$ cat src/rtl/seq_divider.sv
// Iterative restoring divider: 2W-bit dividend by W-bit divisor, one quotient
// bit per clock, valid/ready handshake on both operand and result sides.
module seq_divider #(
    parameter int W = 4
) (
    input  logic           clk,
    input  logic           rst_n,
    input  logic           in_valid,
    output logic           in_ready,
    input  logic [2*W-1:0] x,
    input  logic [W-1:0]   y,
    output logic           out_valid,
    input  logic           out_ready,
    output logic [W-1:0]   q,
    output logic [W-1:0]   r,
    output logic           ovf,
    output logic           dz
);

    localparam int CW = $clog2(W);

    typedef enum logic [1:0] {
        IDLE = 2'd0,
        RUN  = 2'd1,
        DONE = 2'd2
    } state_t;

    state_t          r_state;
    logic            r_in_ready;
    logic            r_out_valid;
    logic [W-1:0]    r_q;
    logic [W-1:0]    r_r;
    logic            r_ovf;
    logic            r_dz;
    logic [CW-1:0]   r_cnt;

    logic [W-1:0]    r_div;
    logic [W-1:0]    r_rem;
    logic [W-1:0]    r_quo;

    logic [W-1:0]    w_hi;
    logic [2*W-1:0]  w_step;
    logic            w_accept;

    // One restoring step: returns {next partial remainder, next quotient}.
    // The subtraction is done in W bits because the true result is always < div.
    function automatic logic [2*W-1:0] div_step(
        input logic [W-1:0] rem,
        input logic [W-1:0] quo,
        input logic [W-1:0] div
    );
        logic [W:0] t;
        logic       ge;
        t  = {rem, quo[W-1]};
        ge = (t >= {1'b0, div});
        div_step = {(ge ? (t[W-1:0] - div) : t[W-1:0]), quo[W-2:0], ge};
    endfunction

    assign w_hi     = x[2*W-1:W];
    assign w_step   = div_step(r_rem, r_quo, r_div);
    assign w_accept = (r_state == IDLE) && in_valid;

    always_ff @(posedge clk or negedge rst_n) begin
        if (!rst_n) begin
            r_state     <= IDLE;
            r_in_ready  <= 1'b1;
            r_out_valid <= 1'b0;
            r_q         <= '0;
            r_r         <= '0;
            r_ovf       <= 1'b0;
            r_dz        <= 1'b0;
            r_cnt       <= '0;
        end else begin
            case (r_state)
                IDLE: begin
                    if (in_valid) begin
                        r_in_ready <= 1'b0;
                        if (y == '0) begin
                            r_dz        <= 1'b1;
                            r_ovf       <= 1'b1;
                            r_q         <= '1;
                            r_r         <= '0;
                            r_out_valid <= 1'b1;
                            r_state     <= DONE;
                        end else if (w_hi >= y) begin
                            r_dz        <= 1'b0;
                            r_ovf       <= 1'b1;
                            r_q         <= '1;
                            r_r         <= '0;
                            r_out_valid <= 1'b1;
                            r_state     <= DONE;
                        end else begin
                            r_cnt   <= CW'(W - 1);
                            r_state <= RUN;
                        end
                    end
                end
                RUN: begin
                    if (r_cnt == '0) begin
                        r_q         <= w_step[W-1:0];
                        r_r         <= w_step[2*W-1:W];
                        r_ovf       <= 1'b0;
                        r_dz        <= 1'b0;
                        r_out_valid <= 1'b1;
                        r_state     <= DONE;
                    end else begin
                        r_cnt <= r_cnt - 1'b1;
                    end
                end
                DONE: begin
                    if (out_ready) begin
                        r_out_valid <= 1'b0;
                        r_in_ready  <= 1'b1;
                        r_state     <= IDLE;
                    end
                end
                default: begin
                    r_state     <= IDLE;
                    r_in_ready  <= 1'b1;
                    r_out_valid <= 1'b0;
                end
            endcase
        end
    end

    // Datapath registers carry no reset; they are always reloaded on accept.
    always_ff @(posedge clk) begin
        if (w_accept) begin
            r_div <= y;
            r_rem <= w_hi;
            r_quo <= x[W-1:0];
        end else if (r_state == RUN) begin
            r_rem <= w_step[2*W-1:W];
            r_quo <= w_step[W-1:0];
        end
    end

    assign in_ready  = r_in_ready;
    assign out_valid = r_out_valid;
    assign q         = r_q;
    assign r         = r_r;
    assign ovf       = r_ovf;
    assign dz        = r_dz;

endmodule

$ cat config.mk
export PLATFORM = sky130hd
export DESIGN_NAME = seq_divider
export DESIGN_NICKNAME = d
export VERILOG_FILES = /design/src/rtl/seq_divider.sv
export SDC_FILE = /design/constraint.sdc
export NUM_CORES = 1
export LEC_CHECK = 0
export ABC_AREA = 0
export BUFFER_PORTS_ARGS = -buffer_cell sky130_fd_sc_hd__buf_2
export CAP_MARGIN = 10
export CORE_MARGIN = 2
export CORE_UTILIZATION = 25
export CTS_CLUSTER_SIZE = 8
export DETAILED_ROUTE_END_ITERATION = 8
export GPL_ROUTABILITY_DRIVEN = 0
export GPL_TIMING_DRIVEN = 0
export MAX_ROUTING_LAYER = met4
export PLACE_DENSITY = 0.53
export SYNTH_ARGS = -nofsm -noshare
export SYNTH_HDL_FRONTEND = slang
export SYNTH_SLANG_ARGS = --single-unit
$ cat constraint.sdc
create_clock -name clk -period 2.3 [get_ports clk]
set_input_delay 0.46 -clock clk [delete_from_list [all_inputs] [get_ports clk]]
set_output_delay 0.46 -clock clk [all_outputs]
set_load 0.02 [all_outputs]
==> metrics, run 1 <==
fin worst setup slack 0.267 ns; Avg WL per Cell 13.3 um; antenna cells 0; crit path max-delay cell type edfxtp_1; vias in the first global route between 1k and 1.5k; DP HPWL 2.64 mm; global-route wire length before repair between 5 and 6 mm; worst-margin pin slew 0.755 ns; post-synthesis xor/xnor area fraction 0%; ys async rst share a little under three fifths; required time of the worst setup path 2.33 ns; Clock Root Buffer clkbuf_8; clock slew at reported path FFs approximately 0.1 ns; CP Capture Type flip-flop; CTS max path bufs 2; GRT overflow 0; Pwr Density 1370 mW/mm2; CP delay by family, top compound AO/OA/AOI/OAI gates; worst r2r src r_quo[3]$_DFFE_PP_; Num CTS Buffers 3; WL final ~3.3 mm; f_max 492 MHz; Vias around 1.2k; Top FF cell, synth dfrtp_1; total power 2.48 mW; Critical Path Fanout Max 10; clk_skew 0.00353 ns; row count 28; area of the die around 0.0068 mm2; largest area contributor in the netlist dfrtp_1; Skew-Pair Late Insertion Delay roughly 0.27 ns; CTS tree yes; Clock Sink Count 28; Post-Synth Simple-Gate Area 15.5%; mux cell area share after synthesis 0.732%; Unique masters post-synth between 40 and 50; Final Hold Vio Count 0; Seq cells post-synth 28; syn nets 172; Hold Path Class in2async; Area Overhead vs Synth 17.8%; Util after Layout 30.6%; Adder-Cell Fraction of Synth Area 8.62%; Starting Density between 20% and 30%; PostCTS Resize Cnt 0; worst path cell trace inv_1, ha_1, nand2b_4, a2111oi_4, nor2_2, buf_6, o21ai_0, o21ai_0; share of cells above drive strength 1 between 20% and 30%; fin crit share around 90%; Die W 82.4 um; peak supply drop 0.441 mV; hold_buf cts 0; Rel. slew slack 49.5%; Die Ht 82.4 um; mapped cell area 0.00154 mm2; First-pass DRT Iterations 4; Seq/Total Area, Yosys between 40% and 50%; antenna-violating nets left 0; Fillers 618; combined buffer and inverter count along the critical path 2; Nets 204; Synth Warn # 0; Total GRT Usage between 10 and 15%; Syn Inst Count 146; Leakage Power around 0.81 nW; syn_area_per_cell roughly 11 um2; ranking of synthesized cells by area dfrtp_1 (24%), edfxtp_1 (23%), ha_1 (7.3%); Critical Path Start Type flip-flop; Post-CTS Repair Setup Buffers 0; Final Max Slew Viols 0; Setup CP Type reg2reg; Ports 28; post-synth top area share 24.4%; via/cell ratio 4.62; antenna violations before repair 0; Synth Area in Compound Gates 19.4%; RSZ-0062 raised after global routing false; Placeable Area 0.00592 mm2; Final setup viols 0; Final min period 2.03 ns; H-tree Lvls 1; Max-Cap Viols 0; status finished clean; # port buffers 27; largest family of logic cells by synthesized area compound AO/OA/AOI/OAI gates; most frequent CP cell o21ai_0; Worst path max stage delay 0.41 ns; setup tns final 0 ns; Arrival @ worst endpoint between 2 and 2.5 ns; EDFF count, synth 12; pin count of the biggest net entering global routing 17; drt drc 0; Iter 0 DRT Violations 56; Critical path origin r_quo[3]$_DFFE_PP_; Setup Slack @ Placement between 0.2 and 0.25 ns
Yosys cell counts, types with 2 or more instances:
library cell   n
edfxtp_1      12
or2_2          3
a211oi_1       2
ha_1           9
buf_6          2
nor2_1        12
a21oi_1        8
a221o_1        3
inv_1         13
o22a_1         3
a311oi_1       2
nor3_1         5
a211o_1        2
dfrtp_1       15
o21ai_0        8
nand2_1       18
nor2b_1        2
a22o_1         3
cell usage in the layout, fill, tap and decap left out, types with 2 or more instances in the layout:
master and count:
clkbuf_1 2, nor2b_1 2, a211oi_1 2, buf_6 2, or2_2 3, buf_2 27, a21oi_1 8, a22o_1 3
a221o_1 3, a211o_1 2, dfrtp_1 15, a311oi_1 2, edfxtp_1 12, nand2_1 18, ha_1 9, o22a_1 3
clkbuf_8 3, nor3_1 5, nor2_1 12, o21ai_0 8, inv_1 13
final cells by class:
| cell class | instances | area, um2 | area share, % |
|---|---|---|---|
| sequential | 28 | 762 | 42.1 |
| multi-input combinational | 99 | 679 | 37.5 |
| tap | 75 | 93.8 | 5.18 |
| inverter | 13 | 48.8 | 2.69 |
| buffer | 6 | 47.5 | 2.62 |
| clock buffer | 4 | 45.0 | 2.49 |
| timing repair buffer | 27 | 135 | 7.46 |
flip-flops by register name (all words and copies together) (netlist names):
name / cells
dz: 1
in_ready: 1
out_valid: 1
ovf: 1
q: 4
r: 4
r_cnt: 2
r_div: 4
r_quo: 4
r_rem: 4
r_state: 2
through the flow:
step                      std cells  hold WS, ns  cell area (um2)
after floorplan                 146        0.164             1540
after CTS                       252        0.105             1810
final                           252       0.0894             1810
after detailed placement        248        0.406             1770
after global placement          248        0.409             1770
after global routing            252        0.105             1810
power breakdown:
group / leakage, nW / internal (mW) / total, mW / switching [mW]
logic: 0.484 / 0.541 / 1.31 / 0.766
clock network: 0.0228 / 0.124 / 0.276 / 0.152
registers: 0.301 / 0.791 / 0.892 / 0.101
layer usage:
layer | wire (um) | share of wire, % | up-vias | GRT usage (%)
li1 | - | - | 581 | -
met1 | 1630 | 49 | 559 | 14.2
met2 | 1570 | 47 | 21 | 18.1
met3 | 117 | 3.5 | 2 | 1.63
met4 | 23 | 0.69 | 0 | 3.00
met5 | 0 | 0 | - | -
path summary, 6_finish.rpt:
kind	end	slack, ns	depth (start not counted)
max	r_rem[1]$_DFFE_PP_	0.27	8
min	out_valid$_DFFE_PN0P_	0.09	1
max reg2reg	r_rem[1]$_DFFE_PP_	0.27	8
min reg2reg	in_ready$_DFFE_PN1P_	0.49	2
max in group asynchronous	in_ready$_DFFE_PN1P_	1.91	1
min in group clk	r_div[3]$_DFFE_PP_	0.39	1
cell families (layout without fill, tap and decap cells):
kind of cell | after synthesis | count (layout)
buffers and inverters | 19 | 50
AOI/OAI and AO/OA | 39 | 39
muxes | 1 | 1
adders and majority gates | 10 | 10
and+or+nand+nor | 49 | 49
DFF | 28 | 28
No activity file was read; power rests on OpenSTA's default activity.
==> run 2: changes to the inputs <==
Settings changed: CORE_ASPECT_RATIO set to 1.5.
==> run 2 against run 1 <==
  * First-iteration DRC count down 29%
  * Non-clock buffer count unchanged
  * Critical endpoint is now r_rem[3]$_DFFE_PP_
  * Largest power group unchanged
  * Highest routed layer unchanged
  * Via count hardly changed
==> metrics, run 2 (synthesis gave the netlist of run 1 again) <==
status finished clean; Die Ht 100 um; Iter 0 DRT Violations 40; Critical Path Start Type flip-flop; Die W 68.0 um; Post-CTS Repair Setup Buffers 0; Num CTS Buffers 3; antenna-violating nets left 0; PostCTS Resize Cnt 0; fin crit share ~91%; via/cell ratio around 4.6; CP Capture Type flip-flop; DP HPWL around 2.7 mm; setup tns final 0 ns; clock slew at reported path FFs 0.10 ns; Final setup viols 0; Final Max Slew Viols 0; Skew-Pair Late Insertion Delay 0.28 ns; Int Power 1.48 mW; commonest cells after routing, fill and taps aside buf_2 (27), nand2_1 (18), dfrtp_1 (15); clock power share between 10% and 20%; area of the die 0.00681 mm2; GRT overflow 0; row count 35; First-pass DRT Iterations 4; Rel. slew slack roughly 52%; Arrival @ worst endpoint between 2 and 2.5 ns; worst hold-check slack 0.0902 ns; share of cells above drive strength 1 26.6%; worst-margin pin slew 0.717 ns; clk_skew around 0.0045 ns; pin count of the biggest net entering global routing 17; antenna violations before repair 0; # port buffers 27; WL final 3.51 mm; RSZ-0062 raised after global routing false; CTS max path bufs 2; Avg WL per Cell 14.0 um; commonest non-fill, non-tap cell in the layout buf_2; Util after Layout 30.1%; Placeable Area 0.00604 mm2; Vias 1164; Max-Cap Viols 0; Starting Density 25.4%; antenna cells 0; Clock Sink Count 28; Pwr Density 1380 mW/mm2; Flop pwr share 35.5%; f_max 480 MHz; Area Overhead vs Synth 18.4%; hold_buf cts 0; global-route wire length before repair just under 6 mm; Switching Share 40.9%; drt drc 0; vias in the first global route 1180; Setup CP Type reg2reg; required time of the worst setup path 2.31 ns; Final min period 2.08 ns; Final Hold Vio Count 0; Critical Path Fanout Max 13; Psw 1.03 mW; Ports 28; Clock Root Buffer clkbuf_8; Total GRT Usage 11.6%; Reg2Reg Depth 6; total power around 2.5 mW; Comb pwr share 52.0%; Hold Path Class in2async; peak supply drop 0.521 mV; Nets 204; CTS tree yes; H-tree Lvls 1; Leakage Power 0.814 nW
## run 2: changes by cell type in the layout (fill, tap and decap cells not counted)
| cell | delta |
|---|---|
| clkbuf_8 | +1 |
| clkbuf_1 | -1 |
## run 2: path summary, 6_finish.rpt
check                                        to  slack (ns)                    from
min reg2reg                in_ready$_DFFE_PN1P_        0.49    in_ready$_DFFE_PN1P_
min in group clk             r_div[2]$_DFFE_PP_        0.38                    y[2]
max reg2reg                  r_rem[3]$_DFFE_PP_        0.22  r_state[0]$_DFFE_PN0P_
max                          r_rem[3]$_DFFE_PP_        0.22  r_state[0]$_DFFE_PN0P_
min                            q[1]$_DFFE_PN0P_        0.09                   rst_n
max in group asynchronous  in_ready$_DFFE_PN1P_        1.89                   rst_n
## run 2: power groups by stage
stage,combinational [mW],clock [mW],sequential (mW)
global placement,1.31,0,0.907
global route,1.47,0.343,0.918
detailed placement,1.32,0,0.909
CTS,1.33,0.317,0.898
finish,1.31,0.313,0.892
floorplan,0.891,0,0.989
## run 2: per-layer routing
metal,wire [um],vias to the layer above,GRT usage (%)
met2,1880,19,19.8
met5,0,-,-
met1,1490,554,13.9
met4,73,0,4.46
li1,-,585,-
met3,62,6,1.01
## run 2: worst max-delay path: stages (launching register included)
cell	delay, ns
dfrtp_1	0.37
clkbuf_1	0.18
nor2_1	0.15
nand2_2	0.17
inv_1	0.18
buf_1	0.57
o21ai_0	0.19
## run 2: metrics by stage
step	setup slack, ns	cell area, um2	std cells
3_5_place_dp	0.217	1770	247
6_report	0.215	1820	251
2_1_floorplan	0.415	1540	146
5_1_grt	0.0482	1820	251
3_3_place_gp	0.238	1770	247
4_1_cts	0.195	1820	251
## run 2: layout make-up
cell class / instances / area (um2)
Clock buffer: 4 / 55.1
Inverter: 13 / 48.8
Sequential cell: 28 / 762
Fill cell: 651 / 4220
Timing Repair Buffer: 27 / 135
Multi-Input combinational cell: 99 / 679
Tap cell: 74 / 92.6
Buffer: 6 / 47.5
==> run 3: changes to the inputs <==
Settings changed: PLACE_DENSITY 0.53 to unset.
==> run 3 against run 2 <==
  * Clock power grew 24%
  * Wire length increased by 0.51%
  * Core utilization is 0.27 points higher
  * Register-to-register slack got worse by 0.02 ns
  * Die area did not move
  * Sequential share of layout area fell by 0.37 points
  * Flip-flop and latch count unchanged
  * Worst hold slack got worse by 0.0057 ns
  * Critical path type unchanged
  * Critical endpoint is now r_rem[1]$_DFFE_PP_
==> metrics, run 3 (synthesis gave the netlist of run 1 again) <==
Clock Sink Count 28; antenna cells 0; worst r2r src r_state[0]$_DFFE_PN0P_; Avg WL per Cell 14.0 um; Leakage Power 0.821 nW; Final min period 2.10 ns; PostCTS Resize Cnt 0; f_max 476 MHz; pin count of the biggest net entering global routing 17; Total GRT Usage 11.6%; Setup CP Type reg2reg; via/cell ratio about 4.7; H-tree Lvls 1; fin crit share 91.4%; Hold Path Class in2async; Post-CTS Repair Setup Buffers 0; hold_buf cts 0; Max-Cap Viols 0; global-route wire length before repair 5.91 mm; antenna violations before repair 0; Clock Root Buffer clkbuf_8; Nets 204; Critical Path Fanout Max 13; vias in the first global route 1233; # port buffers 27; antenna-violating nets left 0; CP delay by family, top buffers and inverters; Reg2Reg Depth 7; Placeable Area 0.00604 mm2; GRT overflow 0; area of the die 0.00681 mm2; Die Ht 100 um; row count 35; R2R Path End r_rem[1]$_DFFE_PP_; required time of the worst setup path 2.41 ns; CTS tree yes; peak supply drop around 0.60 mV; clock slew at reported path FFs about 0.10 ns; Skew-Pair Late Insertion Delay 0.27 ns; Die W 68.0 um; Starting Density ~25%; share of cells above drive strength 1 26.6%; Vias between 1k and 1.5k; Rel. slew slack 47.8%; CTS max path bufs 2; Fillers 661; Num CTS Buffers 3; setup tns final 0 ns; CP Capture Type flip-flop; fin worst setup slack 0.198 ns; Worst path max stage delay ~0.56 ns; combined buffer and inverter count along the critical path 3; commonest non-fill, non-tap cell in the layout buf_2; status finished clean; RSZ-0062 raised after global routing false; Setup Slack @ Placement about 0.21 ns; Final Hold Vio Count 0; Iter 0 DRT Violations 18; R2R setup slack between 0.15 and 0.2 ns; Ports 28; Area Overhead vs Synth 19.4%; crit path max-delay cell type buf_1; drt drc 0; commonest cells after routing, fill and taps aside buf_2 (27), nand2_1 (18), dfrtp_1 (15); Arrival @ worst endpoint approximately 2.2 ns; Pwr Density 1420 mW/mm2; WL final 3.52 mm; Final setup viols 0; Critical Path Start Type flip-flop; DP HPWL 2.74 mm; clk_skew 0.00405 ns; First-pass DRT Iterations 4; Final Max Slew Viols 0; worst path cell trace clkbuf_1, nor2_1, nand2_2, inv_1, buf_1, nand2_1, o21ai_0; worst-margin pin slew ~0.78 ns
run 3: report_power, final:
group          switching (mW)  total [mW]  internal (mW)
registers               0.103       0.894          0.791
logic                   0.785        1.32          0.540
clock network           0.154       0.387          0.233
total                    1.04        2.61           1.56
run 3: final cells by class:
class / count / area (um2) / share of cell area, %
Clock buffer: 3 / 41.3 / 2.25
Multi-Input combinational cell: 99 / 679 / 37.0
Inverter: 13 / 48.8 / 2.66
Buffer: 6 / 47.5 / 2.59
Clock inverter: 1 / 30.0 / 1.63
Sequential cell: 28 / 762 / 41.5
Timing Repair Buffer: 27 / 135 / 7.36
Tap cell: 74 / 92.6 / 5.04
run 3: worst max path at each step:
stage | startpoint | endpoint | slack [ns] | cells past startpoint
after floorplan | r_rem[2]$_DFFE_PP_ | r_rem[1]$_DFFE_PP_ | 0.42 | 8
after global placement | y[2] | r[0]$_DFFE_PN0P_ | 0.24 | 8
after detailed placement | y[2] | r[1]$_DFFE_PN0P_ | 0.21 | 8
after CTS | r_state[0]$_DFFE_PN0P_ | r_rem[1]$_DFFE_PP_ | 0.23 | 7
after global routing | r_state[0]$_DFFE_PN0P_ | r_rem[1]$_DFFE_PP_ | 0.004 | 7
final | r_state[0]$_DFFE_PN0P_ | r_rem[1]$_DFFE_PP_ | 0.20 | 7
run 3: stage by stage:
step	std cells	power, mW	hold slack [ns]	util [%]	cell area (um2)
after floorplan	146	1.88	0.164	-	1540
after global placement	247	2.21	0.403	29.2	1770
after detailed placement	247	2.24	0.404	29.2	1770
after CTS	251	2.63	0.102	30.4	1840
after global routing	251	2.81	0.106	30.4	1840
final	251	2.61	0.0845	30.4	1840
run 3: routing by layer:
layer / part of all wire, % / wire [um] / up-vias / track usage (%)
li1: - / - / 586 / -
met1: 42 / 1470 / 564 / 13.8
met2: 54 / 1900 / 18 / 19.7
met3: 2.0 / 69 / 6 / 1.01
met4: 2.5 / 87 / 0 / 4.77
met5: 0 / 0 / - / -
